### src/rtl/rs_decoder.sv
// rtl/rs_decoder.sv - two-stage RS(7,5) single-symbol-correcting decoder over GF(2^3).
// Optional registered status outputs (err_detected, uncorrectable, err_pos) under RS_DEC_STATUS_EN.
module rs_decoder #(
  parameter int SYMBOL_WIDTH = 3,
  parameter int N            = 7,
  parameter int K            = 5
) (
  input  logic                      clk,
  input  logic                      reset,
  input  logic                      in_valid,
  input  logic [N*SYMBOL_WIDTH-1:0] codeword,
  output logic                      out_valid,
`ifdef RS_DEC_STATUS_EN
  output logic                      err_detected,
  output logic                      uncorrectable,
  output logic [2:0]                err_pos,
`endif
  output logic [N*SYMBOL_WIDTH-1:0] corrected
);

  localparam int SW = SYMBOL_WIDTH;
  localparam int W  = N * SYMBOL_WIDTH;

  generate
    if (SYMBOL_WIDTH != 3 || N != 7 || K != 5) begin : g_bad_params
      $error("rs_decoder supports only SYMBOL_WIDTH=3, N=7, K=5");
    end
  endgenerate

  // Antilog of an exponent taken mod 7 (alpha = x, poly x^3+x+1).
  function automatic logic [2:0] gf_alog(input int e);
    int m;
    m = e % 7;
    case (m)
      0:       gf_alog = 3'd1;
      1:       gf_alog = 3'd2;
      2:       gf_alog = 3'd4;
      3:       gf_alog = 3'd3;
      4:       gf_alog = 3'd6;
      5:       gf_alog = 3'd7;
      default: gf_alog = 3'd5;
    endcase
  endfunction

  function automatic int gf_log(input logic [2:0] v);
    case (v)
      3'd1:    gf_log = 0;
      3'd2:    gf_log = 1;
      3'd4:    gf_log = 2;
      3'd3:    gf_log = 3;
      3'd6:    gf_log = 4;
      3'd7:    gf_log = 5;
      3'd5:    gf_log = 6;
      default: gf_log = 0;
    endcase
  endfunction

  logic [SW-1:0] s1_c, s2_c, s1_q, s2_q;
  logic [W-1:0]  word_q;
  logic          valid_q;

  always_comb begin
    logic [2:0] sym;
    sym  = '0;
    s1_c = '0;
    s2_c = '0;
    for (int i = 0; i < N; i++) begin
      sym = codeword[i*SW +: SW];
      if (sym != 3'd0) begin
        s1_c = s1_c ^ gf_alog(gf_log(sym) + i);
        s2_c = s2_c ^ gf_alog(gf_log(sym) + 2 * i);
      end
    end
  end

  always_ff @(posedge clk or negedge reset) begin
    if (!reset) begin
      word_q  <= '0;
      valid_q <= 1'b0;
      s1_q    <= '0;
      s2_q    <= '0;
    end else begin
      word_q  <= codeword;
      valid_q <= in_valid;
      s1_q    <= s1_c;
      s2_q    <= s2_c;
    end
  end

  // Locator X = S2/S1 = a^p, magnitude e = S1^2/S2, both done in the log domain.
  logic          fix_c;
  logic [2:0]    pos_c;
  logic [SW-1:0] mag_c;
  logic [W-1:0]  corr_c;

  always_comb begin
    int ls1, ls2, pos_int;
    ls1     = gf_log(s1_q);
    ls2     = gf_log(s2_q);
    pos_int = (ls2 - ls1 + 7) % 7;
    pos_c   = pos_int[2:0];
    mag_c   = gf_alog(2 * ls1 - ls2 + 7);
    fix_c   = (s1_q != '0) && (s2_q != '0);
    corr_c  = word_q;
    for (int i = 0; i < N; i++) begin
      if (fix_c && (pos_c == i[2:0])) begin
        corr_c[i*SW +: SW] = word_q[i*SW +: SW] ^ mag_c;
      end
    end
  end

  always_ff @(posedge clk or negedge reset) begin
    if (!reset) begin
      corrected <= '0;
      out_valid <= 1'b0;
    end else begin
      corrected <= corr_c;
      out_valid <= valid_q;
    end
  end

`ifdef RS_DEC_STATUS_EN
  always_ff @(posedge clk or negedge reset) begin
    if (!reset) begin
      err_detected  <= 1'b0;
      uncorrectable <= 1'b0;
      err_pos       <= 3'd0;
    end else begin
      err_detected  <= (s1_q != '0) || (s2_q != '0);
      uncorrectable <= (s1_q == '0) != (s2_q == '0);
      err_pos       <= fix_c ? pos_c : 3'd0;
    end
  end
`endif

endmodule

### config.mk
export PLATFORM = sky130hd
export DESIGN_NAME = rs_decoder
export DESIGN_NICKNAME = d
export VERILOG_FILES = /design/src/rtl/rs_decoder.sv
export SDC_FILE = /design/constraint.sdc
export NUM_CORES = 1
export LEC_CHECK = 0
export ABC_AREA = 1
export CORE_AREA = 8 8 98 100
export CTS_CLUSTER_DIAMETER = 30
export DETAILED_ROUTE_END_ITERATION = 12
export DIE_AREA = 0 0 106 108
export DONT_BUFFER_PORTS = 1
export PLACE_DENSITY = 0.89
export SLEW_MARGIN = 40
export SYNTH_ARGS = -nofsm -noshare
export SYNTH_HDL_FRONTEND = slang
export SYNTH_SLANG_ARGS = --single-unit
### constraint.sdc
create_clock -name clk -period 4.85 [get_ports clk]
set_input_delay 0.97 -clock clk [delete_from_list [all_inputs] [get_ports clk]]
set_output_delay 0.97 -clock clk [all_outputs]
set_load 0.02 [all_outputs]
==> impl_metrics.ini, run 1 <==
[synth]
synth_edf_count = 0
postSynth.asyncResetShare = 1.00
ys_types = 47
ys_ff_latch = 50
syn_inst = 751
syn_area_per_cell_sq_um = 6.83
ys.flop_type = dfrtp_1
syn_area_sq_mm = 0.00513
yosys_warnings = 0
seq_area_frac_synth = 0.244

[critical_path]
required_ps = 5040
ff2ff_setup_slack_ps = 240
arrival_ps = 4800
timing.rr.start = s2_q[1]$_DFF_PN0_
cp-end-kind = flop
max_stage_delay_ps = 430
critPathLaunchType = flop
critPathLaunch = s2_q[1]$_DFF_PN0_
timing.rr.end = corrected[2]$_DFF_PN0_
cp_max_fo = 8
path_common_cell = nand2_1
critical_path_class = flop to flop
ff2ff_path_depth = 34
crit_path_top_delay_cell = fa_1

[hold_path]
hold_class = primary input to async pin

[finish]
antenna_cells = 0
drive_above_1_share = 0.0900
utilization = 0.687
regArea_sq_mm = 0.00125
final_cell_mix = 200 x nand2_1, 128 x inv_1, 57 x nor2_1, 53 x nand3_1
nets = 857
area_delta_synth_final_pct = 7.70
multi_input_area_sq_mm = 0.00349
fin_cells = 883
final_common_cell = nand2_1
nFillCells = 629

[routing]
drt-initial-drc-count = 244
vias = 4831
drtAntennaViolNets = 0
dr.pass1.iters = 5
routed_via_density = 5.47
wl_per_cell_um = 13.2
wl_um = 11700
drc_errors = 0

[clock_network]
cts_tree = built
ctsLongestPathBuffers = 2
cts_root_buffer = clkbuf_8
cts_sinks = 50
path_clk_slew_ps = 90
clock_latency_ps = 290
cts.htree.levels = 2
cts-hold-fix-buffers = 0
numCtsBuffers = 5

[timing]
finalSetupTns_ps = 0
slew_viol_final = 0
final_hold_viol_count = 0
finalCritPeriodShare = 0.950
setup_viol = 0
fin_ws_ps = 242
fmax_mhz = 217
min_period_ps = 4610
clock_skew_ps = 5.60

[global_routing]
track_usage = 0.198
grt_overflow = 0
antenna_found_initial = 0
grt_max_degree = 51
grt_pass1_wl_um = 19500
grt_pass1_vias = 4577

[die]
io_pins = 46
die_h_um = 108
die_area_sq_mm = 0.0114
rows = 33
die_x_um = 106
initial_core_util = 0.637
core_area_sq_mm = 0.00805

[placed_design]
post-place-ws_ps = 13.2
hpwlAfterDp_um = 9340
place.gp.congestion = 0.904
dp_cells = 868
numPortBuffers = 0

[run]
cap_violations = 0

[run_status]
status = completed
metal layers:
metal	GRT usage	vias to the layer above	routed length, um
li1	-	2418	-
met3	0.0262	25	541
met4	0.0513	0	225
met5	0	-	0
met1	0.225	2246	4870
met2	0.379	142	6040
how the worst max path moves through the flow:
stage / to / slack [ps]
after floorplan: corrected[11]$_DFF_PN0_ / 580
after global placement: corrected[2]$_DFF_PN0_ / 330
after detailed placement: corrected[2]$_DFF_PN0_ / 10
after CTS: corrected[2]$_DFF_PN0_ / 70
after global routing: corrected[2]$_DFF_PN0_ / -60
final: corrected[2]$_DFF_PN0_ / 240
layout make-up:
cell class | count | area share
clock buffer | 6 | 0.0131
clock inverter | 1 | 0.00136
inverter | 138 | 0.0937
multi-input combinational | 575 | 0.631
sequential | 50 | 0.226
tap | 105 | 0.0238
timing repair buffer | 8 | 0.0109
what timing repair did:
action                                  in CTS  in global routing
buffers inserted                             0                  8
gates resized for setup                      1                 17
endpoints found under the setup margin       1                 21
pin swaps                                    0                  8
synth_stat cells, drive strengths merged, types with 7 or more instances:
master  count  area, sq um
nand2     216          853
inv       137          514
nor2       65          297
nand3      61          350
ha         53          663
dfrtp      50         1250
o21ai      31          159
xor2       26          228
xnor2      17          149
a21oi      16         83.8
nand4      14         87.6
nand3b      9         67.6
o21bai      9         67.6
o211ai      7         66.3
metrics by stage:
stage / area (sq um) / hold slack (ps)
after floorplan: 5190 / 331
after global placement: 5300 / 333
after detailed placement: 5300 / 341
after CTS: 5390 / 358
after global routing: 5530 / 345
final: 5530 / 357
sequential cells by signal, summed over array words and instances, names as in the netlist:
name       flops
corrected     21
word_q        21
s1_q           3
s2_q           3
out_valid      1
valid_q        1
kinds of logic (layout without fill, tap and decap cells):
kind of cell | after synthesis | after routing | synth area share
flip-flops | 50 | 50 | 0.244
adder cells (fa/ha/maj) | 55 | 55 | 0.137
buffers and inverters | 142 | 153 | 0.106
other | 1 | 17 | 0.000731
AND/OR/NAND/NOR | 377 | 377 | 0.336
AO/OA/AOI/OAI | 83 | 83 | 0.103
XOR/XNOR | 43 | 43 | 0.0734
critical path: cells and delay by family (launching register included):
family                   cells  cell delay [ps]
adder cells (fa/ha/maj)      6             1340
AO/OA/AOI/OAI                2              240
flip-flops                   1              410
AND/OR/NAND/NOR             19             1800
buffers and inverters        7              700
Power of run 1 is left out: the tool's default activity adds up to more than one toggle a clock period on the data nets, which glitch-free logic cannot reach.
==> run 2, diff against run 1 <==
- CELL_PAD_IN_SITES_DETAIL_PLACEMENT: unset -> 1
- CELL_PAD_IN_SITES_GLOBAL_PLACEMENT: unset -> 2
- CORE_AREA: 8 8 98 100 -> 2 2 121 123
- DIE_AREA: 0 0 106 108 -> 0 0 123 125
- PLACE_DENSITY: 0.89 -> 0.9
==> impl_metrics.ini, run 2 (same netlist as run 1, synthesis figures left out) <==
[die]
die_area_sq_mm = 0.0154
initial_core_util = 0.361
die_h_um = 125
io_pins = 46
core_area_sq_mm = 0.0142
rows = 44
die_x_um = 123

[timing]
finalCritPeriodShare = 0.925
rsz0062_at_grt = true
final_hold_viol_count = 0
min_period_ps = 4490
fmax_mhz = 223
clock_skew_ps = 2.76
setup_viol = 0
slew_viol_final = 0

[hold_path]
worstHoldEndpoint = out_valid$_DFF_PN0_
hold-path-cell-count = 0
hold_start = valid_q$_DFF_PN0_
hold_class = flop to flop

[routing]
wl_per_cell_um = 14.2
routed_via_density = 4.97
wl_um = 13700
drtAntennaViolNets = 0
drc_errors = 0
vias = 4794
dr.pass1.iters = 4
drt-initial-drc-count = 155

[finish]
area_delta_synth_final_pct = 11.8
nets = 858
final_common_cell = nand2_1
final_cell_mix = 198 x nand2_1, 127 x inv_1, 56 x nor2_1, 54 x nand3_1
multi_input_area_sq_mm = 0.00352
nFillCells = 1866
reg.largest.list = corrected: 21 flops, word_q: 21 flops
finalInstanceArea_sq_mm = 0.00574
antenna_cells = 0
regArea_sq_mm = 0.00125
drive_above_1_share = 0.0987

[critical_path]
timing.rr.end = corrected[18]$_DFF_PN0_
required_ps = 5020
crit_path_top_delay_cell = dfrtp_1
cp-end-kind = flop
critPathLaunchType = flop
path_common_cell = nand2_2
ff2ff_path_depth = 33
timing.rr.start = s1_q[2]$_DFF_PN0_
cp_max_fo = 8
critical_path_class = flop to flop
ff2ff_setup_slack_ps = 360
arrival_ps = 4650
max_stage_delay_ps = 420

[placed_design]
hpwlAfterDp_um = 11100
place_area_sq_mm = 0.00540
place.gp.congestion = 0.851
numPortBuffers = 0

[clock_network]
cts_sinks = 50
cts_root_buffer = clkbuf_16
cts_tree = built
cts-hold-fix-buffers = 0
path_clk_slew_ps = 60
cts.htree.levels = 2
ctsLongestPathBuffers = 2
numCtsBuffers = 5
clock_latency_ps = 290

[run]
cap_violations = 0

[global_routing]
antenna_found_initial = 0
grt_max_degree = 51
grt_pass1_vias = 5089
track_usage = 0.181
grt_pass1_wl_um = 23000
grt_overflow = 0

[run_status]
status = completed
run 2: cell count changes in the layout (fill, tap and decap cells not counted), sizes merged:
cell / previous run / this run
nand3: 61 / 62
buf: 8 / 7
nand2: 216 / 217
clkinvlp: 1 / 0
bufinv: 0 / 1
clkbuf: 6 / 5
clkinv: 1 / 3
run 2: timing repair:
item | in CTS | in global routing
hold endpoints to repair | 0 | 0
buffers inserted | 1 | 6
gates cloned | 0 | 2
gates resized for setup | 2 | 21
endpoints found under the setup margin | 10 | 21
pin swaps | 1 | 9
run 2: final cells by class:
| class | count | area share |
|---|---|---|
| Clock buffer | 5 | 0.0218 |
| Inverter | 138 | 0.0903 |
| Multi-Input combinational cell | 577 | 0.613 |
| Timing Repair Buffer | 7 | 0.00916 |
| Tap cell | 184 | 0.0401 |
| Sequential cell | 50 | 0.218 |
| Clock inverter | 3 | 0.00698 |
run 2: worst max path at each step:
stage | startpoint | to | slack, ps | cells past startpoint
global route | s1_q[2]$_DFF_PN0_ | corrected[12]$_DFF_PN0_ | -50 | 31
CTS | s1_q[2]$_DFF_PN0_ | corrected[8]$_DFF_PN0_ | 40 | 33
detailed placement | s1_q[2]$_DFF_PN0_ | corrected[2]$_DFF_PN0_ | -60 | 31
floorplan | s1_q[2]$_DFF_PN0_ | corrected[11]$_DFF_PN0_ | 580 | 34
global placement | s1_q[2]$_DFF_PN0_ | corrected[2]$_DFF_PN0_ | 160 | 33
finish | s1_q[2]$_DFF_PN0_ | corrected[18]$_DFF_PN0_ | 360 | 33
run 2: stage by stage:
step / utilization / TNS, ps / hold WS (ps) / worst slack (ps) / std cells
6_report: 0.404 / 0 / 350 / 364 / 964
5_1_grt: 0.404 / -206 / 364 / -49.2 / 964
4_1_cts: 0.393 / 0 / 352 / 35.4 / 956
3_5_place_dp: 0.380 / -126 / 338 / -57.5 / 947
3_3_place_gp: 0.380 / 0 / 336 / 158 / 947
2_1_floorplan: - / 0 / 331 / 579 / 767
run 2: critical path, delay by kind of cell (launching register included):
kind,cells,cell delay (ps)
DFF,1,420
buffers and inverters,6,440
and+or+nand+nor,21,2060
adders and majority gates,6,1430
run 2: routing by layer:
layer / wire length, um / GRT usage / share of wire
met5: 0 / 0 / 0
met4: 278 / 0.0561 / 0.020
met2: 7070 / 0.335 / 0.52
met3: 209 / 0.0100 / 0.015
met1: 6110 / 0.221 / 0.45
Power of run 2 is left out for the same reason.
==> run 3, diff against run 2 <==
- REMOVE_ABC_BUFFERS: unset -> 1
==> impl_metrics.ini, run 3 (same netlist as run 1, synthesis figures left out) <==
[finish]
fin_cells = 959
final_cell_mix = 198 x nand2_1, 126 x inv_1, 55 x nor2_1, 52 x nand3_1
nets = 853
utilization = 0.402
reg.largest.list = corrected: 21 flops, word_q: 21 flops
final_common_cell = nand2_1
nFillCells = 1838
drive_above_1_share = 0.0981
area_delta_synth_final_pct = 11.3
antenna_cells = 0

[hold_path]
hold_start = valid_q$_DFF_PN0_
worstHoldEndpoint = out_valid$_DFF_PN0_
hold_class = flop to flop
hold-path-cell-count = 0

[critical_path]
critPathLaunchType = flop
critical_path_class = flop to flop
cp-end-kind = flop
cp_max_fo = 8
max_stage_delay_ps = 410
timing.rr.start = s1_q[2]$_DFF_PN0_
arrival_ps = 4710
critPathTopFamily = simple AND/OR/NAND/NOR gates
ff2ff_path_depth = 32
crit_path_top_delay_cell = dfrtp_1
ff2ff_setup_slack_ps = 330
timing.rr.end = corrected[4]$_DFF_PN0_
crit_cells = 32
cp_num_buf_inv = 7
required_ps = 5030
path_common_cell = nand2_2

[routing]
met2WireLength_um = 6970
wl_per_cell_um = 14.1
routed.top_layer = met4
drt-initial-drc-count = 169
vias = 4801
drc_errors = 0
drtAntennaViolNets = 0
wl_met3_um = 272
wl_met1_um = 5960
routed_via_density = 5.01
wl_um = 13500
dr.pass1.iters = 4

[timing]
fmax_mhz = 221
slew_viol_final = 0
finalCritPeriodShare = 0.933
final_hold_viol_count = 0
setup_viol = 0
clock_skew_ps = 9.22
finalSetupTns_ps = 0
min_period_ps = 4520
fin_hold_ws_ps = 361

[placed_design]
dp_cells = 947
numPortBuffers = 0
hpwlAfterDp_um = 11100
place.gp.congestion = 0.875

[clock_network]
clock_latency_ps = 290
numCtsBuffers = 5
path_clk_slew_ps = 70
cts-hold-fix-buffers = 0
cts_tree = built
cts_root_buffer = clkbuf_16
cts_sinks = 50
ctsLongestPathBuffers = 2
cts.htree.levels = 2

[global_routing]
grt_max_degree = 51
antenna_found_initial = 0
track_usage = 0.179
grt_overflow = 0
grt_pass1_wl_um = 22900
grt_pass1_vias = 5074

[die]
core_area_sq_mm = 0.0142
die_x_um = 123
io_pins = 46
rows = 44
die_area_sq_mm = 0.0154
die_h_um = 125
initial_core_util = 0.361

[run_status]
status = completed

[run]
cap_violations = 0
[run 3: changes by cell type in the layout (fill, tap and decap cells not counted), sizes merged]
| cell | delta |
|---|---|
| buf | -4 |
| nand2 | -1 |
[run 3: per-stage QoR]
step                      setup WS, ps  area [sq um]
after detailed placement         -5.78          5400
after CTS                         48.3          5580
after global placement             220          5400
after floorplan                    587          5170
after global routing             -24.0          5710
final                              325          5710
[run 3: per-layer routing]
metal	global-route usage	vias to the layer above
li1	-	2417
met4	0.0515	0
met1	0.219	2306
met5	0	-
met3	0.0187	28
met2	0.328	50
[run 3: final cells by class]
cell class	instances	area, sq um	area share
clock buffer	5	125	0.0219
clock inverter	3	40.0	0.00701
inverter	138	518	0.0907
multi-input combinational	576	3530	0.617
sequential	50	1250	0.219
tap	184	230	0.0403
timing repair buffer	3	22.5	0.00394
[run 3: worst max-delay path by stage]
| stage | startpoint | to | slack (ps) |
|---|---|---|---|
| 2_1_floorplan | s1_q[2]$_DFF_PN0_ | corrected[2]$_DFF_PN0_ | 590 |
| 3_3_place_gp | s1_q[2]$_DFF_PN0_ | corrected[2]$_DFF_PN0_ | 220 |
| 3_5_place_dp | s1_q[2]$_DFF_PN0_ | corrected[15]$_DFF_PN0_ | -6 |
| 4_1_cts | s1_q[2]$_DFF_PN0_ | corrected[4]$_DFF_PN0_ | 50 |
| 5_1_grt | s1_q[2]$_DFF_PN0_ | corrected[4]$_DFF_PN0_ | -20 |
| 6_report | s1_q[2]$_DFF_PN0_ | corrected[4]$_DFF_PN0_ | 330 |
[run 3: what timing repair did]
action                                  4_1_cts  5_1_grt
endpoints found under the setup margin       10       21
buffers inserted                              1        2
cloned                                        0        1
pin swaps                                     1       10
gates resized for setup                       2       26
Power of run 3 is left out for the same reason.
==> variant 1, RTL diff (config.mk and constraints of run 3) <==
Take the reset off `word_q` and load it in a clocked block of its own.
--- a/src/rtl/rs_decoder.sv
+++ b/src/rtl/rs_decoder.sv
@@ -75,16 +75,18 @@
 
   always_ff @(posedge clk or negedge reset) begin
     if (!reset) begin
-      word_q  <= '0;
       valid_q <= 1'b0;
       s1_q    <= '0;
       s2_q    <= '0;
     end else begin
-      word_q  <= codeword;
       valid_q <= in_valid;
       s1_q    <= s1_c;
       s2_q    <= s2_c;
     end
+  end
+
+  always_ff @(posedge clk) begin
+    word_q <= codeword;
   end
 
   // Locator X = S2/S1 = a^p, magnitude e = S1^2/S2, both done in the log domain.
Check against the original RTL: not settled (the Yosys comparison gave no result); the edit may change what the design does.
==> variant 1 against run 3 <==
Hold slack got worse by 0.0060 ns; sequential cell count unchanged; area after synthesis decreased by 2.0%; routed wire length increased by 0.92%; via count decreased by 0.87%; first-iteration DRC count increased by 28%; final area decreased by 1.8%; setup slack got worse by 0.010 ns.
Power is left out: the tool's default activity adds up to more than one toggle a clock period on the data nets, which glitch-free logic cannot reach.
==> variant 1: results (changes against run 3) <==
stage	metric	value	unit	change
status	status	completed		
grt	largest net degree at the start of global routing	30		-41%
grt	Total GRT Usage	18.1	%	+0.24 points
cells_and_area	Fillers	1868		+1.6%
clocking	Clock Root Buffer	clkbuf_16		
cells_and_area	non-filler cells, final	961		+0.21%
min_path	Min-Delay Endpoint	out_valid$_DFF_PN0_		
yosys	Synth Flop Type	dfrtp_1		
place	Final Wtd Congestion	0.838		-4.2%
clocking	# H-tree levels	2		unchanged
yosys	top cells by area, synth	nand2_1 (15%), dfrtp_1 (14%), ha_1 (13%), inv_1 (9.6%), dfxtp_1 (8.4%)		
cells_and_area	share of post-route cells with drive strength above 1	9.65	%	-0.15 points
drt	DR iter-0 viols	216		+28%
worst_setup_path	Reg2Reg Setup Slack	0.31	ns	
yosys	distinct cell type count after synthesis	48		+2.1%
clocking	clk slew on worst S/H paths	0.07	ns	about the same
grt	first-pass GRT wire length	22900	um	+0.30%
place	port bufs	0		unchanged
yosys	register area share after synthesis	22.8	%	-1.6 points
cells_and_area	Antenna Cells	0		unchanged
cells_and_area	Nets	855		+0.23%
worst_setup_path	RR Endpoint	corrected[20]$_DFF_PN0_		
yosys	top cells by count, synth	nand2_1 (203), inv_1 (128), nor2_1 (57), nand3_1 (55), ha_1 (53)		
worst_setup_path	slowest CP cell	fa_1		
drt	final WL	13700	um	+0.92%
sta	clk_skew	0.00510	ns	-0.00412 ns
grt	antenna violations before repair	0		unchanged
drt	vias per cell	4.95		-1.1%
clocking	clk_lat worst skew	0.29	ns	about the same
sta	Final Hold Violating Endpoints	0		unchanged
place	HPWL Detailed	11000	um	-1.1%
grt	vias in the first global route	4894		-3.5%
place	dpl cell area	5300	um2	-1.8%
place	# placed instances	948		+0.11%
yosys	Post-synth ARST share	58.0	%	-42 points
-- variant 1: cell types whose count changed after synthesis, sizes merged --
cell	run 3	this run
dfrtp	50	29
dfxtp	0	21
-- variant 1: cells by family (layout without fill, tap and decap cells) --
kind of cell               count (synthesis)  count (layout)  synth area share (%)
DFF                                       50              50                  22.8
adders and majority gates                 55              55                  14.0
xor gates and xnor gates                  43              43                  7.49
buffers and inverters                    142             151                  10.8
AOI/OAI and AO/OA                         83              83                  10.6
other                                      1              17                0.0746
and+or+nand+nor                          377             378                  34.3
-- variant 1: per-layer routing --
metal / up-vias / wire (um) / track usage [%]
met1: 2280 / 6000 / 22.0
met3: 12 / 399 / 2.42
met2: 42 / 7080 / 33.6
met5: - / 0 / 0
met4: 0 / 184 / 3.88
li1: 2425 / - / -
-- variant 1: layout make-up --
class                      count  area [um2]  area share, %
multi-input combinational    576        3510           62.5
sequential                    50        1150           20.4
inverter                     138         520           9.28
tap                          184         230           4.10
clock buffer                   5         125           2.23
clock inverter                 3        43.8          0.781
timing repair buffer           5        37.5          0.669
-- variant 1: per-stage QoR --
stage | hold WS, ns | setup WS, ns | TNS [ns]
6_report | 0.355 | 0.315 | 0
5_1_grt | 0.355 | -0.0292 | -0.0571
4_1_cts | 0.361 | 0.000468 | 0
3_5_place_dp | 0.336 | -0.000251 | -0.000251
3_3_place_gp | 0.334 | 0.231 | 0
2_1_floorplan | 0.331 | 0.587 | 0
-- variant 1: how the worst max path moves through the flow --
stage                       from                      end  slack (ns)  cells past startpoint
5_1_grt        s1_q[2]$_DFF_PN0_  corrected[14]$_DFF_PN0_       -0.03                     33
6_report       s1_q[2]$_DFF_PN0_  corrected[20]$_DFF_PN0_        0.31                     32
3_3_place_gp   s1_q[2]$_DFF_PN0_   corrected[8]$_DFF_PN0_        0.23                     33
3_5_place_dp   s1_q[2]$_DFF_PN0_   corrected[2]$_DFF_PN0_     -0.0003                     33
4_1_cts        s1_q[2]$_DFF_PN0_  corrected[14]$_DFF_PN0_      0.0005                     33
2_1_floorplan  s1_q[2]$_DFF_PN0_   corrected[2]$_DFF_PN0_        0.59                     33
-- variant 1: repair_timing --
item	CTS	global route
buffers inserted	0	4
setup endpoints to repair	9	21
cloned	0	1
pin swaps	0	8
resized for setup	2	22
hold buffers	0	0
-- variant 1: worst max-delay path: cells and delay by family (launching register included) --
kind	cells	cell delay (ns)
and+or+nand+nor	20	2.01
adders and majority gates	6	1.42
buffers and inverters	6	0.56
DFF	1	0.41
==> variant 2, RTL diff (config.mk and constraints of run 3) <==
Made on the original files. Add a define of `RS_DEC_STATUS_EN`.
--- a/src/rtl/rs_decoder.sv
+++ b/src/rtl/rs_decoder.sv
@@ -1,5 +1,7 @@
 // rtl/rs_decoder.sv - two-stage RS(7,5) single-symbol-correcting decoder over GF(2^3).
 // Optional registered status outputs (err_detected, uncorrectable, err_pos) under RS_DEC_STATUS_EN.
+`define RS_DEC_STATUS_EN
+
 module rs_decoder #(
   parameter int SYMBOL_WIDTH = 3,
   parameter int N            = 7,
New outputs: err_detected, err_pos and uncorrectable. Function: not settled (the Yosys comparison gave no result); the edit may change what the design does.
==> variant 2 against run 3 <==
Sequential cell count increased by 5; final area increased by 0.61%; routed wire length rose by 0.52%; synthesized cell count is 0.53% lower; maximum frequency up 0.79%; hold slack lost 0.0036 ns; critical path depth shrank 1; setup slack gained 0.036 ns; area after synthesis up 2.3%; utilization rose by 0.25 points.
Power is left out: the tool's default activity adds up to more than one toggle a clock period on the data nets, which glitch-free logic cannot reach.
==> variant 2: results (changes against run 3) <==
stage	metric	value	unit	change
worst_setup_path	CP Max Fanout	7		-1
cells_and_area	Largest regs	corrected: 21 flops, word_q: 21 flops		
yosys	distinct cell type count after synthesis	49		+4.3%
yosys	top cells by count, synth	nand2_1 (170), inv_1 (149), nor2_1 (72), dfrtp_1 (55), ha_1 (55)		
worst_setup_path	crit path launch	s2_q[2]$_DFF_PN0_		
cells_and_area	buffering overhead	0.522	%	+0.13 points
yosys	complex-gate fraction of the synthesized area	9.89	%	-0.45 points
cells_and_area	Signal buffers	4		+1
place	dpl cell area	5530	um2	+2.4%
grt	Total GRT Usage	18.6	%	+0.72 points
worst_setup_path	WP data arrival	4.67	ns	-0.04 ns
grt	first-pass GRT wire length	23400	um	+2.2%
min_path	worst hold path type	flip-flop to flip-flop		
cells_and_area	share of post-route cells with drive strength above 1	8.05	%	-1.8 points
drt	DR iter-0 viols	111		-34%
cells_and_area	register area	1380	um2	+10%
yosys	Post-synth ARST share	100	%	unchanged
cells_and_area	Final Core Density	40.5	%	+0.25 points
drt	final WL	13600	um	+0.52%
cells_and_area	clock buffers	6		+1
place	# placed instances	943		-0.42%
cells_and_area	Nets	850		-0.35%
cells_and_area	count of multi-input combinational gates	551		-4.3%
yosys	area share of fa/ha/maj cells after synthesis	13.9	%	+0.17 points
cells_and_area	multi-input combinational area share	59.1	%	-2.6 points
clocking	setup bufs post-CTS	0		-1
grt	largest net degree at the start of global routing	56		+9.8%
yosys	Post-Synth XOR/XNOR Area	8.82	%	+1.5 points
place	Final Wtd Congestion	0.897		+2.6%
yosys	register area share after synthesis	26.2	%	+1.8 points
sta	hold_ws	0.358	ns	-0.00365 ns
place	port bufs	0		unchanged
place	HPWL Detailed	11500	um	+3.5%
sta	fin worst setup slack	0.361	ns	+0.0356 ns
yosys	top cells by area, synth	dfrtp_1 (26%), ha_1 (13%), nand2_1 (12%), inv_1 (11%), nor2_1 (5.1%)		
sta	clk_skew	0.00597	ns	-0.00324 ns
place	dpl ws	0.0197	ns	+0.0255 ns
drt	vias after detailed routing	4669		-2.7%
min_path	Min-Delay Endpoint	out_valid$_DFF_PN0_		
yosys	Synth Area per Inst	7.03	um2	+2.9%
clocking	clk_lat worst skew	0.29	ns	about the same
worst_setup_path	slowest CP cell	fa_1		
cells_and_area	Fillers	1834		-0.22%
status	status	completed		
cells_and_area	clock network area share	2.46	%	-0.43 points
clocking	Num CTS Buffers	5		unchanged
worst_setup_path	worst r2r path cells	31		-3.1%
drt	number of detailed-route iterations in the first pass	5		+1
clocking	post-CTS sizing	1		-1
worst_setup_path	max incr delay on CP	0.41	ns	about the same
clocking	Sink Count	55		+10%
cells_and_area	non-filler cells, final	954		-0.52%
grt	vias in the first global route	4965		-2.1%
sta	Fin Setup TNS	0	ns	unchanged
cells_and_area	inverters	152		+10%
## variant 2: changes by cell type after synthesis, sizes merged, moves of 6 or more
| cell | run 3 | this run |
|---|---|---|
| nand2 | 216 | 182 |
| nor2 | 65 | 80 |
| inv | 137 | 151 |
| xnor2 | 17 | 25 |
| nand3 | 61 | 54 |
| o21ai | 31 | 37 |
## variant 2: logic make-up (layout without fill, tap and decap cells)
kind of cell             Yosys count  after routing
AO/OA/AOI/OAI                     82             82
XOR/XNOR                          52             52
adder cells (fa/ha/maj)           57             57
buffers and inverters            157            164
flip-flops                        55             55
other                              1             17
AND/OR/NAND/NOR                  343            343
## variant 2: layer usage
metal	track usage, %	up-vias	routed length (um)
met5	0	-	0
met4	2.54	0	70
met3	1.87	6	237
met2	34.7	48	7200
met1	23.4	2239	6100
li1	-	2376	-
## variant 2: critical path, delay by kind of cell (launching register included)
family	cells	cell delay [ns]
DFF	1	0.40
xor gates and xnor gates	1	0.14
buffers and inverters	6	0.45
adders and majority gates	6	1.46
and+or+nand+nor	18	1.92
